<file path="config.mk">
export PLATFORM = sky130hd
export DESIGN_NAME = brsched_issue
export DESIGN_NICKNAME = d
export VERILOG_FILES = /design/src/rtl/brsched_pkg.sv /design/src/rtl/brsched_oldest_sel.sv /design/src/rtl/brsched_issue.sv
export SDC_FILE = /design/constraint.sdc
export NUM_CORES = 1
export LEC_CHECK = 0
export ABC_AREA = 1
export BUFFER_PORTS_ARGS = -buffer_cell sky130_fd_sc_hd__buf_2
export CAP_MARGIN = 20
export CORE_AREA = 4 4 108 110
export CTS_BUF_LIST = sky130_fd_sc_hd__clkbuf_8 sky130_fd_sc_hd__clkbuf_16
export DETAILED_ROUTE_END_ITERATION = 7
export DIE_AREA = 0 0 112 114
export GPL_TIMING_DRIVEN = 0
export PLACE_DENSITY = 0.79
export SKIP_LAST_GASP = 1
export SLEW_MARGIN = 20
export SYNTH_ARGS = -nofsm -noshare
export SYNTH_HDL_FRONTEND = slang
export SYNTH_HIERARCHICAL = 1
export SYNTH_SLANG_ARGS = --single-unit
export TNS_END_PERCENT = 20
</file>
<file path="constraint.sdc">
create_clock -name clk -period 4.01 [get_ports clk]
set_clock_uncertainty 0.05 [all_clocks]
set_input_delay 0.401 -clock clk [delete_from_list [all_inputs] [get_ports clk]]
set_output_delay 0.401 -clock clk [all_outputs]
set_load 0.01 [all_outputs]
</file>
<file path="src/rtl/brsched_pkg.sv">
// -----------------------------------------------------------------------------
// brsched_pkg
// Shared constants for the branch-unit issue scheduler.
//   BRSCHED_ENTRY_NUM : default number of scheduler slots
//   BRSCHED_IDX_W     : width of a slot index
//   TAG_W             : width of an RRF source tag
//   SPECTAG_LEN       : width of a one-hot speculation tag / dependency mask
// -----------------------------------------------------------------------------
package brsched_pkg;

    localparam int TAG_W             = 6;
    localparam int SPECTAG_LEN       = 5;
    localparam int BRSCHED_ENTRY_NUM = 4;
    localparam int BRSCHED_IDX_W     = $clog2(BRSCHED_ENTRY_NUM);

    typedef logic [BRSCHED_IDX_W-1:0] brsched_idx_t;

endpackage

</file>
<file path="src/rtl/brsched_oldest_sel.sv">
// -----------------------------------------------------------------------------
// brsched_oldest_sel
// Combinational oldest-ready picker over an age matrix.
// Row k of age_i has bit j set when live entry j is older than entry k, so the
// oldest ready entry is the ready one whose row has no ready bit set.
// Ports:
//   ready_i  in  N        entries eligible for issue
//   age_i    in  N x N    age matrix (row = entry, bit = older entry)
//   grant_o  out N        one-hot grant (all zero when nothing is ready)
//   idx_o    out IDX_W    encoded grant index (0 when nothing is ready)
// -----------------------------------------------------------------------------
module brsched_oldest_sel
    import brsched_pkg::*;
#(
    parameter int N     = BRSCHED_ENTRY_NUM,
    parameter int IDX_W = BRSCHED_IDX_W
) (
    input  logic [N-1:0]        ready_i,
    input  logic [N-1:0][N-1:0] age_i,
    output logic [N-1:0]        grant_o,
    output logic [IDX_W-1:0]    idx_o
);

    logic [N-1:0]     grant_s;
    logic [IDX_W-1:0] idx_s;

    // Grant the ready entry with no ready older entry, then encode it
    always_comb begin
        grant_s = '0;
        idx_s   = '0;
        for (int i = 0; i < N; i++) begin
            grant_s[i] = ready_i[i] & ~(|(age_i[i] & ready_i));
        end
        for (int i = 0; i < N; i++) begin
            idx_s = grant_s[i] ? IDX_W'(i) : idx_s;
        end
    end

    assign grant_o = grant_s;
    assign idx_o   = idx_s;

endmodule

</file>
<file path="src/rtl/brsched_issue.sv">
// -----------------------------------------------------------------------------
// brsched_issue
// Age-ordered scheduler for the single branch execution unit. Holds up to
// ENTRY_NUM branch/jump ops until both sources are ready, then issues the
// oldest ready op (one per cycle). Branch miss squashes dependent entries,
// branch success clears the resolved tag from every dependency mask.
//
// Optional build macro BRSCHED_WAKEUP_BYPASS_EN: readiness also includes
// same-cycle wakeup matches (wakeup-to-issue latency 0 instead of 1).
//
// Ports:
//   clk, reset                        clock, async active-high reset
//   alloc_valid / alloc_ack           dispatch handshake (ack combinational)
//   alloc_src{1,2}_tag / _rdy         incoming op source tags and ready bits
//   alloc_specmask                    branches the incoming op depends on
//   wk_valid, wk_tag0, wk_tag1        two result-tag wakeup ports
//   kill_valid, kill_tag              branch miss, one-hot tag
//   clr_valid, clr_tag                branch success, one-hot tag
//   issue, issue_idx                  registered issue strobe and slot index
//   count, full                       occupancy
// -----------------------------------------------------------------------------
module brsched_issue
    import brsched_pkg::*;
#(
    parameter int ENTRY_NUM   = BRSCHED_ENTRY_NUM,
    parameter int TAG_W       = brsched_pkg::TAG_W,
    parameter int SPECTAG_LEN = brsched_pkg::SPECTAG_LEN,
    localparam int IDX_W      = $clog2(ENTRY_NUM)
) (
    input  logic                   clk,
    input  logic                   reset,
    input  logic                   alloc_valid,
    output logic                   alloc_ack,
    input  logic [TAG_W-1:0]       alloc_src1_tag,
    input  logic [TAG_W-1:0]       alloc_src2_tag,
    input  logic                   alloc_src1_rdy,
    input  logic                   alloc_src2_rdy,
    input  logic [SPECTAG_LEN-1:0] alloc_specmask,
    input  logic [1:0]             wk_valid,
    input  logic [TAG_W-1:0]       wk_tag0,
    input  logic [TAG_W-1:0]       wk_tag1,
    input  logic                   kill_valid,
    input  logic [SPECTAG_LEN-1:0] kill_tag,
    input  logic                   clr_valid,
    input  logic [SPECTAG_LEN-1:0] clr_tag,
    output logic                   issue,
    output logic [IDX_W-1:0]       issue_idx,
    output logic [IDX_W:0]         count,
    output logic                   full
);

    localparam logic [IDX_W:0] FULL_COUNT = (IDX_W+1)'(ENTRY_NUM);

    // Registered entry state
    logic [ENTRY_NUM-1:0]                  valid_q, valid_d;
    logic [ENTRY_NUM-1:0][TAG_W-1:0]       src1_tag_q, src1_tag_d;
    logic [ENTRY_NUM-1:0][TAG_W-1:0]       src2_tag_q, src2_tag_d;
    logic [ENTRY_NUM-1:0]                  src1_rdy_q, src1_rdy_d;
    logic [ENTRY_NUM-1:0]                  src2_rdy_q, src2_rdy_d;
    logic [ENTRY_NUM-1:0][SPECTAG_LEN-1:0] specmask_q, specmask_d;
    logic [ENTRY_NUM-1:0][ENTRY_NUM-1:0]   age_q, age_d;
    logic                                  issue_q, issue_d;
    logic [IDX_W-1:0]                      issue_idx_q, issue_idx_d;
    logic [IDX_W:0]                        count_q, count_d;

    // Combinational helpers
    logic [ENTRY_NUM-1:0]   hit1_s, hit2_s, killed_s, ready_s;
    logic [ENTRY_NUM-1:0]   grant_s, alloc_oh_s;
    logic [IDX_W-1:0]       grant_idx_s, alloc_slot_s;
    logic                   full_s, alloc_killed_s, alloc_ack_s;
    logic                   alloc_rdy1_s, alloc_rdy2_s;
    logic [SPECTAG_LEN-1:0] clr_mask_s;
    logic [IDX_W:0]         kill_cnt_s;

    function automatic logic tag_woken(
        input logic [TAG_W-1:0] tag,
        input logic [1:0]       vld,
        input logic [TAG_W-1:0] tag0,
        input logic [TAG_W-1:0] tag1
    );
        return (vld[0] && (tag == tag0)) || (vld[1] && (tag == tag1));
    endfunction

    // Full comes from registered occupancy only, so a same-cycle issue never frees a slot for alloc
    assign full_s = (count_q == FULL_COUNT);

    // Per-entry wakeup matches, squash hits and issue eligibility
    always_comb begin
        hit1_s   = '0;
        hit2_s   = '0;
        killed_s = '0;
        ready_s  = '0;
        for (int i = 0; i < ENTRY_NUM; i++) begin
            hit1_s[i]   = tag_woken(src1_tag_q[i], wk_valid, wk_tag0, wk_tag1);
            hit2_s[i]   = tag_woken(src2_tag_q[i], wk_valid, wk_tag0, wk_tag1);
            killed_s[i] = valid_q[i] & kill_valid & (|(specmask_q[i] & kill_tag));
`ifdef BRSCHED_WAKEUP_BYPASS_EN
            ready_s[i]  = valid_q[i] & ~killed_s[i] &
                          (src1_rdy_q[i] | hit1_s[i]) & (src2_rdy_q[i] | hit2_s[i]);
`else
            ready_s[i]  = valid_q[i] & ~killed_s[i] & src1_rdy_q[i] & src2_rdy_q[i];
`endif
        end
    end

    brsched_oldest_sel #(
        .N     (ENTRY_NUM),
        .IDX_W (IDX_W)
    ) u_oldest_sel (
        .ready_i (ready_s),
        .age_i   (age_q),
        .grant_o (grant_s),
        .idx_o   (grant_idx_s)
    );

    // Allocation handshake, lowest free slot and incoming-op readiness
    always_comb begin
        alloc_killed_s = kill_valid & (|(alloc_specmask & kill_tag));
        alloc_ack_s    = alloc_valid & ~full_s & ~alloc_killed_s;
        alloc_slot_s   = '0;
        alloc_oh_s     = '0;
        // Scan high to low so the last free slot seen is the lowest index
        for (int i = ENTRY_NUM - 1; i >= 0; i--) begin
            alloc_slot_s = valid_q[i] ? alloc_slot_s : IDX_W'(i);
        end
        for (int i = 0; i < ENTRY_NUM; i++) begin
            alloc_oh_s[i] = alloc_ack_s & (alloc_slot_s == IDX_W'(i));
        end
        alloc_rdy1_s = alloc_src1_rdy | tag_woken(alloc_src1_tag, wk_valid, wk_tag0, wk_tag1);
        alloc_rdy2_s = alloc_src2_rdy | tag_woken(alloc_src2_tag, wk_valid, wk_tag0, wk_tag1);
        clr_mask_s   = clr_valid ? clr_tag : {SPECTAG_LEN{1'b0}};
    end

    // Entry next state: free on issue/kill, load on alloc, otherwise wake and clear
    always_comb begin
        valid_d    = valid_q;
        src1_tag_d = src1_tag_q;
        src2_tag_d = src2_tag_q;
        src1_rdy_d = src1_rdy_q | hit1_s;
        src2_rdy_d = src2_rdy_q | hit2_s;
        specmask_d = specmask_q;
        age_d      = age_q;
        for (int i = 0; i < ENTRY_NUM; i++) begin
            specmask_d[i] = specmask_q[i] & ~clr_mask_s;
            // The newly allocated op is younger than everything: drop its column
            age_d[i]      = age_q[i] & ~alloc_oh_s;
            if (killed_s[i] || grant_s[i]) begin
                valid_d[i] = 1'b0;
            end else if (alloc_oh_s[i]) begin
                valid_d[i]    = 1'b1;
                src1_tag_d[i] = alloc_src1_tag;
                src2_tag_d[i] = alloc_src2_tag;
                src1_rdy_d[i] = alloc_rdy1_s;
                src2_rdy_d[i] = alloc_rdy2_s;
                specmask_d[i] = alloc_specmask & ~clr_mask_s;
                age_d[i]      = valid_q;
            end else begin
                valid_d[i] = valid_q[i];
            end
        end
    end

    // Issue register and occupancy update
    always_comb begin
        kill_cnt_s = '0;
        for (int i = 0; i < ENTRY_NUM; i++) begin
            kill_cnt_s = kill_cnt_s + (IDX_W+1)'(killed_s[i]);
        end
        issue_d     = |grant_s;
        issue_idx_d = grant_idx_s;
        count_d     = count_q + (IDX_W+1)'(alloc_ack_s) - (IDX_W+1)'(issue_d) - kill_cnt_s;
    end

    // State registers
    always_ff @(posedge clk or posedge reset) begin
        if (reset) begin
            valid_q     <= '0;
            src1_tag_q  <= '0;
            src2_tag_q  <= '0;
            src1_rdy_q  <= '0;
            src2_rdy_q  <= '0;
            specmask_q  <= '0;
            age_q       <= '0;
            issue_q     <= 1'b0;
            issue_idx_q <= '0;
            count_q     <= '0;
        end else begin
            valid_q     <= valid_d;
            src1_tag_q  <= src1_tag_d;
            src2_tag_q  <= src2_tag_d;
            src1_rdy_q  <= src1_rdy_d;
            src2_rdy_q  <= src2_rdy_d;
            specmask_q  <= specmask_d;
            age_q       <= age_d;
            issue_q     <= issue_d;
            issue_idx_q <= issue_idx_d;
            count_q     <= count_d;
        end
    end

    assign alloc_ack = alloc_ack_s;
    assign issue     = issue_q;
    assign issue_idx = issue_idx_q;
    assign count     = count_q;
    assign full      = full_s;

endmodule

</file>
==> out/qor.csv <==
stage,metric,value,unit
floorplan,Starting Density,59.4,%
grt,Total Routing Usage GR,33.0,%
sta,Achievable Freq,262,MHz
cts,Worst-Skew Late Latency,0.39,ns
final_layout,cell area after layout,0.00713,mm2
cts,TritonCTS clock tree,done,
sta,clock period minus worst slack,3.82,ns
critical_path,Worst EP required,4.23,ns
place,Final HPWL DP,14100,um
place,Buffers on Ports,46,
place,pre-CTS setup slack,-0.373,ns
cts,clk sinks,102,
job,Max Cap Violations,0,
grt,antenna violations before repair,0,
final_layout,Final Util,66.6,%
grt,vias in the first global route,6126,
floorplan,core area,0.0107,mm2
sta,Slew @ Worst Pin,0.860,ns
place,GPL Wtd Cong,0.977,
floorplan,width of the die,112,um
place,placed instance count,1133,
floorplan,row count,38,
pwr,P_leak,3.69,nW
cts,CTS Buffer Depth,2,
sta,Final Hold Fails,0,
drt,DR DRC count,0,
sta,Setup WS post-layout,0.189,ns
logic_synthesis,syn avg cell area,6.71,um2
pwr,"IR drop worst, VDD",0.567,mV
min_path,worst hold-check path type,primary input to register,
critical_path,"Data arrival, critical path",4.04,ns
floorplan,Die ar.,0.0128,mm2
critical_path,endpoint kind of the worst setup timing path,register,
cts,Root Buffer,clkbuf_8,
pwr,power density over cell area,617,mW/mm2
logic_synthesis,cell count after synthesis,946,
critical_path,critical path startpoint category,register,
grt,largest net degree at the start of global routing,76,
sta,Tcrit/Tclk final,95.3,%
sta,final setup vio count,0,
logic_synthesis,sequential-to-total area share from yosys stat,40.2,%
run_status,outcome,completed,
final_layout,area delta synth->final,12.2,%
logic_synthesis,YS warnings,6,
grt,first-pass GRT wire length,32400,um
floorplan,IO Count,56,
drt,Routed WL per cell,17.9,um
drt,vias per inst,5.63,
drt,routed wire length,20600,um
drt,DR vias,6487,
sta,Slew HR,42.7,%
critical_path,worst-path fanout max,4,
critical_path,Crit Path Class,register to register,
final_layout,Diodes inserted,0,
grt,grt ovf,0,
final_layout,Non-Filler Instances,1152,
floorplan,die height,114,um
pwr,power consumption,0.00440,W
cts,clock slew at reported path FFs,0.11,ns
logic_synthesis,syn_nets,1001,
final_layout,net total in the final layout,1062,
drt,TritonRoute pass-1 iters,6,
cts,H-tree levels,3,
drt,drt initial violations,723,
place,Post-Place Cell Area,0.00679,mm2
logic_synthesis,Cell variety after synth,31,
final_layout,layout cell share with drive strength beyond 1,10.2,%
logic_synthesis,mapped cell area,0.00635,mm2
drt,post-route ant nets,0,
sta,Pins Over Slew Limit,0,
logic_synthesis,Yosys reg bits,102,
cts,CTS Buf Count,9,
[registers in the layout, summed over array words and instances, names as in the netlist, named ones only]
| name | cells |
|---|---|
| age_q | 12 |
| count | 3 |
| issue | 1 |
| issue_idx | 2 |
| specmask_q | 20 |
| src1_rdy_q | 4 |
| src1_tag_q | 24 |
| src2_rdy_q | 4 |
| src2_tag_q | 24 |
| valid_q | 4 |
[power breakdown]
| group | total, W | internal (W) | switching [W] |
|---|---|---|---|
| sequential | 0.00176 | 0.00145 | 0.000309 |
| clock | 0.000748 | 0.000368 | 0.000380 |
| combinational | 0.00189 | 0.000709 | 0.00118 |
[synthesized netlist by cell type]
master    number  share of area [%]
buf_6          6                1.1
nor2_1        61                3.6
nor2_4         3               0.53
dfrtp_1      102                 40
nand3_2        2               0.32
xnor2_1        4               0.55
o211ai_1       7               0.83
nand3b_1       1               0.12
nor3_1         6               0.47
nor3_2         1               0.16
nand4_1       10               0.99
nor4_1         4               0.39
and2_1         5               0.49
xor2_1        17                2.3
ha_1           4               0.79
fa_1           3               0.95
clkbuf_1      15               0.89
o21bai_1       3               0.35
o21bai_4       1               0.30
nand3_1       45                3.5
buf_4          4               0.47
o21ai_1        1              0.079
a21oi_1       11               0.87
nand2_1      393                 23
o21ai_0      102                8.0
nor2_2         3               0.30
buf_2          8               0.63
inv_1        115                6.8
o22ai_1        5               0.49
buf_1          1              0.059
clkinv_1       3               0.18
[cell families after synthesis]
group	share of synthesized area [%]
buffers and inverters	10.1
and+or+nand+nor	34.1
adders and majority gates	1.73
xor gates and xnor gates	2.90
DFF	40.2
AOI/OAI and AO/OA	11.0
[path summary, 6_finish.rpt]
path | startpoint | endpoint | slack, ns | cells after the start
setup / recovery | specmask_q[16] | count[2] | 0.19 | 17
hold / removal | alloc_src1_tag[5] | src1_tag_q[23] | 0.28 | 3
setup reg to reg | specmask_q[16] | count[2] | 0.19 | 17
hold reg to reg | register | register | 0.43 | 2
max in group asynchronous | reset | async pin | 2.77 | 4
min in group asynchronous | reset | src2_tag_q[22] | 0.48 | 3
[routing by layer]
metal | vias to the layer above | global-route usage (%) | routed length, um
li1 | 3059 | - | -
met1 | 2941 | 44.6 | 8150
met2 | 418 | 52.8 | 9350
met3 | 69 | 5.04 | 2300
met4 | 0 | 15.1 | 818
met5 | - | 0 | 0
[cells in the final DEF (no fill, tap or decap), types with 2 or more instances in the layout]
| cell | n |
|---|---|
| clkbuf_8 | 10 |
| o21ai_0 | 102 |
| clkinv_4 | 2 |
| buf_2 | 54 |
| nor2_4 | 3 |
| dfrtp_1 | 102 |
| a21oi_1 | 11 |
| o21bai_4 | 2 |
| nand4_1 | 10 |
| inv_1 | 115 |
| o21bai_1 | 2 |
| nand3_1 | 45 |
| nand2_1 | 393 |
| o211ai_1 | 7 |
| nor3_1 | 6 |
| clkinv_1 | 3 |
| bufinv_16 | 2 |
| xor2_1 | 17 |
| ha_1 | 3 |
| fa_1 | 2 |
| nand3_2 | 2 |
| xnor2_1 | 3 |
| nor2_1 | 59 |
| o22ai_1 | 5 |
| nor4_4 | 4 |
| clkbuf_1 | 15 |
| buf_6 | 6 |
| and2_1 | 5 |
| nor2_2 | 5 |
| buf_4 | 6 |
[final cells by class]
cell class                      count  area [um2]
Sequential cell                   102        2550
Fill cell                        1018        3570
Buffer                             34         198
Multi-Input combinational cell    692        3250
Timing Repair Buffer               50         283
Inverter                          118         448
Clock inverter                      6        86.3
Tap cell                          140         175
Clock buffer                       10         138
[timing repair]
item / 4_1_cts / 5_1_grt
pin swaps: 0 / 3
hold buffers: 1 / 0
hold endpoints to repair: 27 / 0
gates resized for setup: 5 / 10
buffers inserted: 0 / 2
setup endpoints to repair: 2 / 1
[critical path: stages, from the launching register on]
cell	delay [ns]
dfrtp_1	0.40
nand2_1	0.07
nand2_1	0.08
nor2_2	0.15
nor2_1	0.11
nor4_4	0.35
buf_4	0.16
inv_1	0.04
nor2_1	0.10
nand4_1	0.14
inv_1	0.18
nor4_4	0.06
fa_1	0.50
fa_2	0.41
fa_1	0.46
ha_2	0.20
xnor2_2	0.13
xnor2_1	0.12
[metrics by stage]
stage,hold slack (ns),setup TNS (ns)
floorplan,0.386,0
global placement,0.400,-34.46
detailed placement,0.345,-0.548
CTS,0.267,0
global route,0.272,-0.00732
finish,0.282,0
No activity file was read; power rests on OpenSTA's default activity.
